**src/rtl/seven_seg_scan_ctrl.sv**
```systemverilog
// Time-multiplexed 7-segment scan controller with blanking, leading-zero
// suppression and tear-free value updates at frame boundaries.

module DecoderBinTo7SegHex (
  input  logic [3:0] i_bin,
  output logic [6:0] o_seg
);
  always_comb begin
    o_seg = '0;
    unique case (i_bin)
      4'h0: o_seg = 7'b1111110;
      4'h1: o_seg = 7'b0110000;
      4'h2: o_seg = 7'b1101101;
      4'h3: o_seg = 7'b1111001;
      4'h4: o_seg = 7'b0110011;
      4'h5: o_seg = 7'b1011011;
      4'h6: o_seg = 7'b1011111;
      4'h7: o_seg = 7'b1110000;
      4'h8: o_seg = 7'b1111111;
      4'h9: o_seg = 7'b1111011;
      4'hA: o_seg = 7'b1110111;
      4'hB: o_seg = 7'b0011111;
      4'hC: o_seg = 7'b1001110;
      4'hD: o_seg = 7'b0111101;
      4'hE: o_seg = 7'b1001111;
      4'hF: o_seg = 7'b1000111;
    endcase
  end
endmodule

module seven_seg_scan_ctrl #(
  parameter int NUM_DIGITS   = 4,
  parameter int TICK_DIV     = 1000,
  parameter int BLANK_CYCLES = 16
) (
  input  logic                      clk,
  input  logic                      rstN,
  input  logic                      enable,
  input  logic                      lzBlankIn,
  input  logic                      loadIn,
  input  logic [4*NUM_DIGITS-1:0]   valueIn,
  input  logic [NUM_DIGITS-1:0]     dpIn,
  output logic [7:0]                segOut,
  output logic [NUM_DIGITS-1:0]     digitEn,
  output logic                      pendingOut,
  output logic                      frameDone
);
  localparam int CW = (TICK_DIV > 1) ? $clog2(TICK_DIV) : 1;
  localparam int IW = (NUM_DIGITS > 1) ? $clog2(NUM_DIGITS) : 1;
  localparam logic [CW-1:0] LAST_SLOT = CW'(TICK_DIV - 1);
  localparam logic [IW-1:0] LAST_IDX  = IW'(NUM_DIGITS - 1);

  typedef enum logic {ST_IDLE, ST_SCAN} state_t;

  state_t                  r_state, w_state_nxt;
  logic [CW-1:0]           r_slot, w_slot_nxt;
  logic [IW-1:0]           r_idx, w_idx_nxt;
  logic [4*NUM_DIGITS-1:0] r_act_val, w_act_val_nxt, r_shd_val;
  logic [NUM_DIGITS-1:0]   r_act_dp, w_act_dp_nxt, r_shd_dp;
  logic                    w_pend_nxt, w_frame_end, w_commit, w_drive;
  logic [NUM_DIGITS-1:0]   w_lz;
  logic [3:0]              w_nib;
  logic                    w_dp, w_lz_sel;
  logic [6:0]              w_dec;
  logic [7:0]              w_seg_nxt;
  logic [NUM_DIGITS-1:0]   w_en_nxt;

  // Outputs are registered but computed from next-cycle counters and next
  // active value, so what appears each cycle belongs to the current slot.
  always_comb begin
    w_state_nxt = enable ? ST_SCAN : ST_IDLE;
    w_slot_nxt  = '0;
    w_idx_nxt   = '0;
    w_frame_end = 1'b0;
    if (enable && r_state == ST_SCAN) begin
      if (r_slot == LAST_SLOT) begin
        if (r_idx == LAST_IDX) w_frame_end = 1'b1;
        else                   w_idx_nxt   = r_idx + 1'b1;
      end else begin
        w_slot_nxt = r_slot + 1'b1;
        w_idx_nxt  = r_idx;
      end
    end

    w_commit      = (r_state == ST_IDLE) || w_frame_end;
    w_act_val_nxt = r_act_val;
    w_act_dp_nxt  = r_act_dp;
    w_pend_nxt    = pendingOut;
    if (loadIn && w_commit) begin
      w_act_val_nxt = valueIn;
      w_act_dp_nxt  = dpIn;
      w_pend_nxt    = 1'b0;
    end else if (loadIn) begin
      w_pend_nxt    = 1'b1;
    end else if (w_commit && pendingOut) begin
      w_act_val_nxt = r_shd_val;
      w_act_dp_nxt  = r_shd_dp;
      w_pend_nxt    = 1'b0;
    end
  end

  // Digit i is blanked when every nibble from the top down to i is zero.
  always_comb begin
    logic w_zrun;
    w_zrun = 1'b1;
    w_lz   = '0;
    for (int unsigned i = NUM_DIGITS - 1; i >= 1; i--) begin
      w_zrun  = w_zrun && (w_act_val_nxt[4*i +: 4] == 4'h0);
      w_lz[i] = w_zrun;
    end
  end

  always_comb begin
    w_nib    = '0;
    w_dp     = 1'b0;
    w_lz_sel = 1'b0;
    for (int unsigned i = 0; i < NUM_DIGITS; i++) begin
      if (w_idx_nxt == IW'(i)) begin
        w_nib    = w_act_val_nxt[4*i +: 4];
        w_dp     = w_act_dp_nxt[i];
        w_lz_sel = w_lz[i];
      end
    end
  end

  generate
    if (BLANK_CYCLES == 0) begin : g_noblank
      assign w_drive = 1'b1;
    end else begin : g_blank
      assign w_drive = (w_slot_nxt >= CW'(BLANK_CYCLES));
    end
  endgenerate

  DecoderBinTo7SegHex u_dec (
    .i_bin (w_nib),
    .o_seg (w_dec)
  );

  always_comb begin
    w_seg_nxt = '0;
    w_en_nxt  = '0;
    if (w_state_nxt == ST_SCAN && w_drive) begin
      w_en_nxt  = NUM_DIGITS'(1) << w_idx_nxt;
      w_seg_nxt = {w_dp, (lzBlankIn && w_lz_sel) ? 7'b0 : w_dec};
    end
  end

  always_ff @(posedge clk) begin
    if (!rstN) begin
      r_state    <= ST_IDLE;
      r_slot     <= '0;
      r_idx      <= '0;
      r_act_val  <= '0;
      r_act_dp   <= '0;
      r_shd_val  <= '0;
      r_shd_dp   <= '0;
      pendingOut <= 1'b0;
      segOut     <= '0;
      digitEn    <= '0;
      frameDone  <= 1'b0;
    end else begin
      r_state    <= w_state_nxt;
      r_slot     <= w_slot_nxt;
      r_idx      <= w_idx_nxt;
      r_act_val  <= w_act_val_nxt;
      r_act_dp   <= w_act_dp_nxt;
      if (loadIn) begin
        r_shd_val <= valueIn;
        r_shd_dp  <= dpIn;
      end
      pendingOut <= w_pend_nxt;
      segOut     <= w_seg_nxt;
      digitEn    <= w_en_nxt;
      frameDone  <= w_frame_end;
    end
  end
endmodule

```
**config.mk**
```make
export PLATFORM = sky130hd
export DESIGN_NAME = seven_seg_scan_ctrl
export DESIGN_NICKNAME = d
export VERILOG_FILES = /design/src/rtl/seven_seg_scan_ctrl.sv
export SDC_FILE = /design/constraint.sdc
export NUM_CORES = 1
export LEC_CHECK = 0
export ABC_CLOCK_PERIOD_IN_PS = 9380
export CORE_UTILIZATION = 60
export CTS_CLUSTER_DIAMETER = 80
export CTS_CLUSTER_SIZE = 14
export DETAILED_ROUTE_END_ITERATION = 10
export PLACE_DENSITY = 0.94
export SYNTH_ARGS = -nofsm -noshare
export SYNTH_HDL_FRONTEND = slang
export SYNTH_SLANG_ARGS = --single-unit
```
**constraint.sdc**
```tcl
create_clock -name clk -period 9.38 [get_ports clk]
set_clock_uncertainty 0.1 [all_clocks]
set_input_delay 1.407 -clock clk [delete_from_list [all_inputs] [get_ports clk]]
set_output_delay 1.407 -clock clk [all_outputs]
set_load 0.02 [all_outputs]
```
==> impl_metrics.yaml <==
die:
  core-area_um2: 6030
  fp.dieH_um: 81.8
  row_count: 28
  die_area_um2: 6700
  io_pins: 39
  initial_core_util: 0.635
  die_x_um: 81.8
logic_synthesis:
  synth_edf_count: 0
  synthCells: 455
  synth_commonest_cells: "75 x nor2_1, 67 x dfxtp_1, 28 x mux2i_1"
  yosysMostFrequentCell: "nor2_1"
  synth.cell_area_um2: 3820
  ys_seq_area_frac: 0.351
  ys_top_cells_by_area: "dfxtp_1 35%, nor2_1 7.4%, mux2i_1 7.3%, o21ai_0 3.5%, ha_1 2.9%"
  yosys.area.top_type: "dfxtp_1"
  yosysWarningCount: 0
  ys.flop_type: "dfxtp_1"
  syn_nets: 489
  yosysTopAreaCellShare: 0.351
  syn_area_per_cell_um2: 8.40
  synthArstFlopShare: 0
  synth-seq-cells: 67
  synth_cell_types: 67
clock_network:
  cts_tree: "yes"
  cts.sinks: 67
  root_buffer: "clkbuf_8"
  cts_hold_buf: 0
  cts-resized-gates: 0
  clock_latency_ns: 0.35
  cts_buffers: 9
  cts.path.max_buffers: 2
  cts.clk_slew.worst_paths_ns: 0.07
  ctsHtreeMaxLevel: 3
  cts_setup_buffers: 0
global_routing:
  globalRouteOverflowTotal: 0
  grt_pass1_wl_um: 14400
  antenna_found_initial: 0
  grt_pass1_vias: 3110
  grtUsageTotal: 0.285
  grt_max_degree: 75
drt:
  first_iter_violations: 298
  drt_first_pass_iters: 7
  routed_wl_um: 9060
  vias: 3536
  vias_per_cell: 6.33
  antenna_left: 0
  drc: 0
  avgRoutedWirePerCell_um: 16.2
worst_hold_path:
  hp-class: "register to register"
  worstHoldStart: "r_slot[0]"
  whs_endpoint: "r_slot[0]"
  whs_path_depth: 1
sta:
  slew_headroom: 0.233
  fmax_mhz: 232
  rsz0062_at_grt: "no"
  fin_tns_setup_ns: 0
  setup_slack_ns: 5.07
  finalMaxSlewViolations: 0
  period_share: 0.460
  final_hold_viol_count: 0
  fin_crit_ns: 4.31
  worst_slew_pin_slew_ns: 1.12
  setup_viol: 0
setup_path:
  worst_setup_path_end_kind: "register"
  worstPathRequired_ns: 9.52
  worstPathMaxFanout: 19
  start_kind: "input pin"
  cpMaxStageDelayCell: "clkdlybuf4s50_1"
  r2r_slack_ns: 5.83
  path_cells: "clkdlybuf4s50_1, nand2_1, nor4_4, buf_4, mux2i_1, o221ai_1, mux2_2, a22oi_1, ha_1, inv_1, a211oi_1, a211oi_1, o21a_1"
  r2r-start: "r_slot[0]"
  max_stage_delay_ns: 0.55
  cpMostUsedCell: "a211oi_1"
  crit_type: "input pin to register"
  worstPathArrival_ns: 4.45
  worstRegToRegCells: 9
  r2r_end: "segOut[1]"
run_status:
  status: "finished clean"
cells_and_area:
  drive_above_1_share: 0.103
  antenna_cells: 0
  synthToLayoutAreaGrowth_pct: 14.6
  nFillCells: 439
  fin_nets: 514
place:
  pre_cts_slack_ns: 4.78
  place_congestion: 0.881
  port_buffers: 38
  place_hpwl_um: 5950
flow_run:
  cap_violations: 0
power_and_ir_drop:
  ir_worst_vdd_mv: 0.117
  p_leak_uw: 0.00170
  power_density_nw_per_um2: 153
-- worst max-delay path: cells and delay by family --
| family | cells | cell delay, ns |
|---|---|---|
| compound gates | 5 | 1.01 |
| buf+inv | 3 | 0.90 |
| mux | 2 | 0.54 |
| fa+ha+maj | 1 | 0.30 |
| simple gates | 2 | 0.29 |
-- how the worst max path moves through the flow --
stage                     end  cells after the start  startpoint  slack [ns]
global route        segOut[3]                     12      enable        4.85
finish              segOut[3]                     13      enable        5.07
floorplan           segOut[3]                     13      loadIn        5.29
CTS                 segOut[3]                     13      enable        5.15
global placement    segOut[5]                     13      enable        4.86
detailed placement  segOut[3]                     13      enable        4.78
-- cells by family (layout without fill, tap and decap cells) --
logic type / Yosys count / in the layout / synth area share
compound gates: 112 / 112 / 0.208
xor+xnor: 11 / 11 / 0.0252
fa+ha+maj: 9 / 9 / 0.0295
buf+inv: 46 / 75 / 0.0599
flops: 67 / 67 / 0.351
mux: 33 / 33 / 0.0916
simple gates: 177 / 177 / 0.235
-- per-stage QoR --
stage          cells  utilization  total power, uW  hold slack (ns)  cell area, um^2
2_1_floorplan    455            -              380            0.330             3820
5_1_grt          559        0.727              692            0.394             4380
4_1_cts          559        0.727              668            0.379             4380
6_report         559        0.727              669            0.373             4380
3_5_place_dp     544        0.692              408            0.354             4170
3_3_place_gp     544        0.692              404            0.342             4170
-- state kept, by name (all words and copies together) (netlist names), 2 cells and up --
register and cells:
r_act_dp 4, r_shd_dp 4, r_act_val 16, r_idx 2, digitEn 4, r_slot 10
r_shd_val 16, segOut 8
-- placed cells by master (no fill, tap or decap), drive strengths merged, types with 12 or more instances in the layout --
master,n
a21oi,22
clkbuf,13
clkdlybuf4s50,37
dfxtp,67
inv,14
mux2i,30
nand2,26
nand2b,12
nand3,18
nor2,75
o21ai,27
o22ai,13
-- layout make-up --
cell class | instances | area (um^2) | share of cell area
clock buffers | 13 | 149 | 0.0340
clock inverters | 2 | 60.1 | 0.0137
inverters | 15 | 56.3 | 0.0128
multi-input cells | 342 | 2250 | 0.514
flip-flops and latches | 67 | 1340 | 0.306
well taps | 75 | 93.8 | 0.0214
repair buffers | 45 | 428 | 0.0977
-- per-layer routing --
layer  routed length, um  vias up  GRT usage
met5                   0        -          0
met4                 248        0      0.144
met3                 684       27     0.0456
met2                4310      196      0.459
met1                3820     1644      0.367
li1                    -     1669          -
-- power by group --
part	leakage (uW)	internal, uW	switching (uW)
clock	0.000104	156	108
sequential	0.000548	296	7.51
combinational	0.00105	43.8	58.4
Power figures use the tool's default switching activity.
